`src/rtl/rr_arb_pkg.sv`:
```
// Shared types and helpers for the 4-way round-robin arbiter.
package rr_arb_pkg;
  localparam int N_REQ = 4;

  typedef enum logic {IDLE = 1'b0, GRANT = 1'b1} state_e;

  function automatic logic [N_REQ-1:0] idx_to_onehot(input logic [1:0] idx);
    logic [N_REQ-1:0] oh;
    oh = '0;
    oh[idx] = 1'b1;
    return oh;
  endfunction
endpackage

```
`src/rtl/rr_arbiter4_pick.sv`:
```
// Combinational round-robin pick: first set req bit scanning ptr, ptr+1, ... mod 4.
module rr_pick4
  import rr_arb_pkg::*;
(
  input  logic [3:0] req,
  input  logic [1:0] ptr,
  output logic [3:0] sel_onehot,
  output logic [1:0] sel_idx
);
  logic       found;
  logic [1:0] cand;

  always_comb begin
    found      = 1'b0;
    sel_idx    = 2'd0;
    cand       = 2'd0;
    sel_onehot = 4'b0000;
    for (int i = 0; i < N_REQ; i++) begin
      cand = ptr + 2'(i);
      if (!found && req[cand]) begin
        found   = 1'b1;
        sel_idx = cand;
      end
    end
    // All-zero select when nothing requests, so gnt can never be loaded multi-hot.
    if (found) sel_onehot = idx_to_onehot(sel_idx);
  end
endmodule

```
`src/rtl/rr_arbiter4.sv`:
```
// Four-requester round-robin arbiter with registered one-hot grant and hold-timeout watchdog.
module rr_arbiter4
  import rr_arb_pkg::*;
#(
  parameter int HOLD_MAX = 15,
  parameter int CNT_W    = 8
) (
  input  logic       clk,
  input  logic       rst,
  input  logic [3:0] req,
  input  logic       ack,
  output logic [3:0] gnt,
  output logic       gnt_valid,
  output logic       timeout
);
  state_e           state_q, state_d;
  logic [1:0]       ptr_q, ptr_d;
  logic [1:0]       idx_q, idx_d;
  logic [3:0]       gnt_q, gnt_d;
  logic [CNT_W-1:0] hold_cnt_q, hold_cnt_d;
  logic             timeout_q, timeout_d;

  logic [3:0] sel_onehot;
  logic [1:0] sel_idx;
  logic       req_held, hold_lim, release_now;

  rr_pick4 u_pick (
    .req        (req),
    .ptr        (ptr_q),
    .sel_onehot (sel_onehot),
    .sel_idx    (sel_idx)
  );

  assign req_held    = req[idx_q];
  assign hold_lim    = (hold_cnt_q == CNT_W'(HOLD_MAX - 1));
  assign release_now = ack || !req_held || hold_lim;

  always_comb begin
    state_d    = state_q;
    ptr_d      = ptr_q;
    idx_d      = idx_q;
    gnt_d      = gnt_q;
    hold_cnt_d = hold_cnt_q;
    timeout_d  = 1'b0;
    unique case (state_q)
      IDLE: begin
        gnt_d = 4'b0000;
        if (req != 4'b0000) begin
          state_d    = GRANT;
          gnt_d      = sel_onehot;
          idx_d      = sel_idx;
          hold_cnt_d = '0;
        end
      end
      GRANT: begin
        if (release_now) begin
          state_d   = IDLE;
          gnt_d     = 4'b0000;
          ptr_d     = idx_q + 2'd1;
          // Flag only releases forced purely by the hold limit.
          timeout_d = !ack && req_held;
        end else begin
          hold_cnt_d = hold_cnt_q + 1'b1;
        end
      end
      default: begin
        state_d = IDLE;
        gnt_d   = 4'b0000;
      end
    endcase
  end

  always_ff @(posedge clk) begin
    if (rst) begin
      state_q    <= IDLE;
      ptr_q      <= 2'd0;
      idx_q      <= 2'd0;
      gnt_q      <= 4'b0000;
      hold_cnt_q <= '0;
      timeout_q  <= 1'b0;
    end else begin
      state_q    <= state_d;
      ptr_q      <= ptr_d;
      idx_q      <= idx_d;
      gnt_q      <= gnt_d;
      hold_cnt_q <= hold_cnt_d;
      timeout_q  <= timeout_d;
    end
  end

  assign gnt       = gnt_q;
  assign gnt_valid = (state_q == GRANT);
  assign timeout   = timeout_q;
endmodule

```
`config.mk`:
```
export PLATFORM = sky130hd
export DESIGN_NAME = rr_arbiter4
export DESIGN_NICKNAME = d
export VERILOG_FILES = /design/src/rtl/rr_arb_pkg.sv /design/src/rtl/rr_arbiter4_pick.sv /design/src/rtl/rr_arbiter4.sv
export SDC_FILE = /design/constraint.sdc
export NUM_CORES = 1
export LEC_CHECK = 0
export ABC_AREA = 1
export BUFFER_PORTS_ARGS = -buffer_cell sky130_fd_sc_hd__buf_4
export CAP_MARGIN = 20
export CORE_ASPECT_RATIO = 1.5
export CORE_MARGIN = 5
export CORE_UTILIZATION = 40
export CTS_BUF_LIST = sky130_fd_sc_hd__clkbuf_2
export DETAILED_ROUTE_END_ITERATION = 16
export MAX_ROUTING_LAYER = met4
export RECOVER_POWER = 25
export SETUP_SLACK_MARGIN = 0.1
export SLEW_MARGIN = 10
export SYNTH_ARGS = -nofsm -noshare
export SYNTH_HDL_FRONTEND = slang
export SYNTH_SLANG_ARGS = --single-unit
```
`constraint.sdc`:
```
create_clock -name clk -period 1.8 [get_ports clk]
set_input_delay 0.54 -clock clk [delete_from_list [all_inputs] [get_ports clk]]
set_output_delay 0.54 -clock clk [all_outputs]
set_load 0.05 [all_outputs]
```
==> insert_results.sql <==
INSERT INTO impl_metrics (metric_group, metric, value, unit) VALUES
('logic_synthesis', 'synth_top_cells_by_area', 'sky130_fd_sc_hd__dfxtp_1 30%, sky130_fd_sc_hd__nand2_1 16%, sky130_fd_sc_hd__nand2_2 7.7%', ''),
('logic_synthesis', 'synth_most_common_cell', 'sky130_fd_sc_hd__nand2_1', ''),
('detailed_routing', 'wire_length_per_cell_after_detailed_routing', '11.4', 'µm'),
('grt', 'grt_overflow', '0', ''),
('layout', 'insertedDiodeCount', '0', ''),
('cts', 'post_cts.repair.setup_buffers', '0', ''),
('layout', 'area_overhead_of_the_layout_relative_to_synthesis', '10.5', '%'),
('logic_synthesis', 'async_reset_ff_frac', '0', ''),
('sta', 'setup_repair_after_global_routing_missed_its_margin', 'false', ''),
('hold_path', 'timing.hold.worst_path_depth', '2', ''),
('logic_synthesis', 'avgSynthCellArea', '6.38', 'µm²'),
('detailed_routing', 'drt_iter0_drc', '54', ''),
('logic_synthesis', 'synthFlopType', 'sky130_fd_sc_hd__dfxtp_1', ''),
('sta', 'max_freq', '641', 'MHz'),
('floorplan', 'initial_standard_cell_utilization_of_the_core', '0.418', ''),
('logic_synthesis', 'number_of_enable_flip_flop_cells_after_synthesis', '0', ''),
('floorplan', 'io-pin-count', '13', ''),
('detailed_routing', 'antenna_left', '0', ''),
('detailed_routing', 'num_vias', '1214', ''),
('floorplan', 'design.die.area', '0.00427', 'mm²'),
('logic_synthesis', 'ys_top_cells_by_count', '53 x sky130_fd_sc_hd__nand2_1, 21 x sky130_fd_sc_hd__inv_1, 20 x sky130_fd_sc_hd__nor2_1, 18 x sky130_fd_sc_hd__dfxtp_1, 16 x sky130_fd_sc_hd__nand3_1', ''),
('logic_synthesis', 'postSynthRegisterBits', '18', ''),
('detailed_routing', 'viasPerCell', '4.96', ''),
('logic_synthesis', 'yosysSeqAreaShare', '0.296', ''),
('sta', 'final_max_slew_viol_count', '0', ''),
('cts', 'cts.root.buffer_cell', 'sky130_fd_sc_hd__clkbuf_2', ''),
('logic_synthesis', 'synth.lib_cells_used.distinct', '27', ''),
('outcome', 'run_status', 'completed', ''),
('sta', 'setup_ws', '0.239', 'ns'),
('floorplan', 'core_area', '0.00291', 'mm²'),
('layout', 'num-nets-final', '216', ''),
('run', 'maxCapViolations', '0', ''),
('cts', 'quantity_of_hold_fixing_buffers_added_after_cts', '0', ''),
('grt', 'first_global_vias', '1189', ''),
('place', 'numPortBuffers', '12', ''),
('grt', 'grt_use_total', '0.152', ''),
('logic_synthesis', 'yosysTopAreaCellShare', '0.296', ''),
('floorplan', 'fp.dieH', '77.6', 'µm'),
('critical_path', 'wp_data_arrival', '1.78', 'ns'),
('power', 'leakage', '0.621', 'nW'),
('cts', 'insertion_delay', '0.29', 'ns'),
('critical_path', 'worst-r2r-cell-count', '8', ''),
('critical_path', 'cp-end-kind', 'register', ''),
('floorplan', 'row_count', '24', ''),
('place', 'dpl_hpwl', '2260', 'µm'),
('layout', 'drive_gt1_frac', '0.218', ''),
('critical_path', 'required', '2.02', 'ns'),
('cts', 'cts.sink_count', '18', ''),
('cts', 'htree_levels', '1', ''),
('cts', 'clock_tree_from_tritoncts', 'yes', ''),
('cts', 'numCtsBuffers', '3', ''),
('detailed_routing', 'drcViolationCount', '0', ''),
('power', 'power_density', '774', 'mW/mm²'),
('logic_synthesis', 'netlist_area', '0.00122', 'mm²'),
('sta', 'timing.setup.tns', '0', 'ns'),
('detailed_routing', 'first_pass_iters', '4', ''),
('critical_path', 'worst_path_fanout_max', '7', ''),
('hold_path', 'hold_removal_path_class', 'in -> reg', ''),
('grt', 'initial_antenna_violation_count', '0', ''),
('logic_synthesis', 'synthesis.yosys.warnings', '0', ''),
('floorplan', 'dieWidth', '55.1', 'µm'),
('critical_path', 'class_of_the_most_critical_setup_path', 'reg -> reg', ''),
('sta', 'setup_viol', '0', ''),
('critical_path', 'setup.worst_path.start_class', 'register', ''),
('sta', 'worst-slew-pin-transition', '0.315', 'ns'),
('logic_synthesis', 'synth_cells', '191', ''),
('cts', 'post_cts_resized', '0', ''),
('cts', 'cts-root-to-sink-buffers', '2', ''),
('sta', 'timing.final.crit_period', '1.56', 'ns'),
('grt', 'pin_count_of_the_biggest_net_entering_global_routing', '15', ''),
('sta', 'hold_viol', '0', '');
-- worst paths after layout --
check / start / to / slack [ns]
max: hold_cnt_q[0]$_SDFFE_PP0P_ / hold_cnt_q[6]$_SDFFE_PP0P_ / 0.24
min: ack / timeout$_SDFF_PP0_ / 0.42
max reg2reg: hold_cnt_q[0]$_SDFFE_PP0P_ / hold_cnt_q[6]$_SDFFE_PP0P_ / 0.24
min reg2reg: gnt[3]$_SDFFE_PP0P_ / gnt[3]$_SDFFE_PP0P_ / 0.49
-- sequential cells by signal, summed over array words and instances, names as in the netlist --
signal	flops
timeout	1
ptr_q	2
gnt_valid	1
gnt	4
idx_q	2
hold_cnt_q	8
-- metal layers --
metal  GRT usage  wire, µm  part of all wire  up-vias
met5           -         0                 0        -
met2       0.281      1560              0.56       25
met4      0.0657        59             0.021        0
met1       0.149      1080              0.39      545
met3      0.0192        92             0.033        6
li1            -         -                 -      638
-- cell type report --
cell class                 instances  area, µm²  share of cell area
sequential                        18        364               0.270
multi-input combinational        144        707               0.525
clock inverter                     1       3.75             0.00279
timing repair buffer              16        113              0.0836
inverter                          24       95.1              0.0706
clock buffer                       3       15.0              0.0112
tap                               39       48.8              0.0362
-- critical path, cell delays in order (launching register included) --
cell,delay (ns)
sky130_fd_sc_hd__dfxtp_1,0.40
sky130_fd_sc_hd__inv_1,0.08
sky130_fd_sc_hd__ha_1,0.20
sky130_fd_sc_hd__nand3_1,0.10
sky130_fd_sc_hd__nand3_1,0.22
sky130_fd_sc_hd__inv_1,0.26
sky130_fd_sc_hd__nand2_1,0.09
sky130_fd_sc_hd__nor2_1,0.10
sky130_fd_sc_hd__nor2_1,0.05
-- power by group --
part	internal (mW)	switching (mW)	total (mW)	leakage, nW
clock	0.0483	0.120	0.168	0.0140
sequential	0.431	0.0307	0.462	0.148
combinational	0.133	0.279	0.412	0.459
total	0.613	0.429	1.04	0.621
-- kinds of logic after synthesis --
family,synth area share
flops,0.296
simple gates,0.464
buf+inv,0.120
fa+ha+maj,0.0205
compound gates,0.0924
xor+xnor,0.00719
-- layout by cell type (no fill, tap or decap), drive strengths merged, types with 3 or more instances in the layout --
| cell type | netlist | layout |
|---|---|---|
| o21ai | 7 | 7 |
| nand3 | 19 | 19 |
| dfxtp | 18 | 18 |
| o211ai | 3 | 3 |
| nand2 | 68 | 68 |
| inv | 23 | 23 |
| nor2 | 23 | 23 |
| clkbuf | 1 | 6 |
| buf | 4 | 13 |
| nand4 | 5 | 5 |
| a21oi | 11 | 11 |
-- stage by stage --
step | instance area (µm²) | cells | hold slack, ns | util | power, mW
finish | 1350 | 245 | 0.416 | 0.462 | 1.04
global route | 1350 | 245 | 0.386 | 0.462 | 1.13
detailed placement | 1340 | 241 | 0.465 | 0.459 | 0.888
global placement | 1340 | 241 | 0.474 | 0.459 | 0.881
floorplan | 1220 | 191 | 0.479 | - | 0.798
CTS | 1360 | 245 | 0.403 | 0.465 | 1.06
Note: power is estimated with default switching activity, not from simulation.
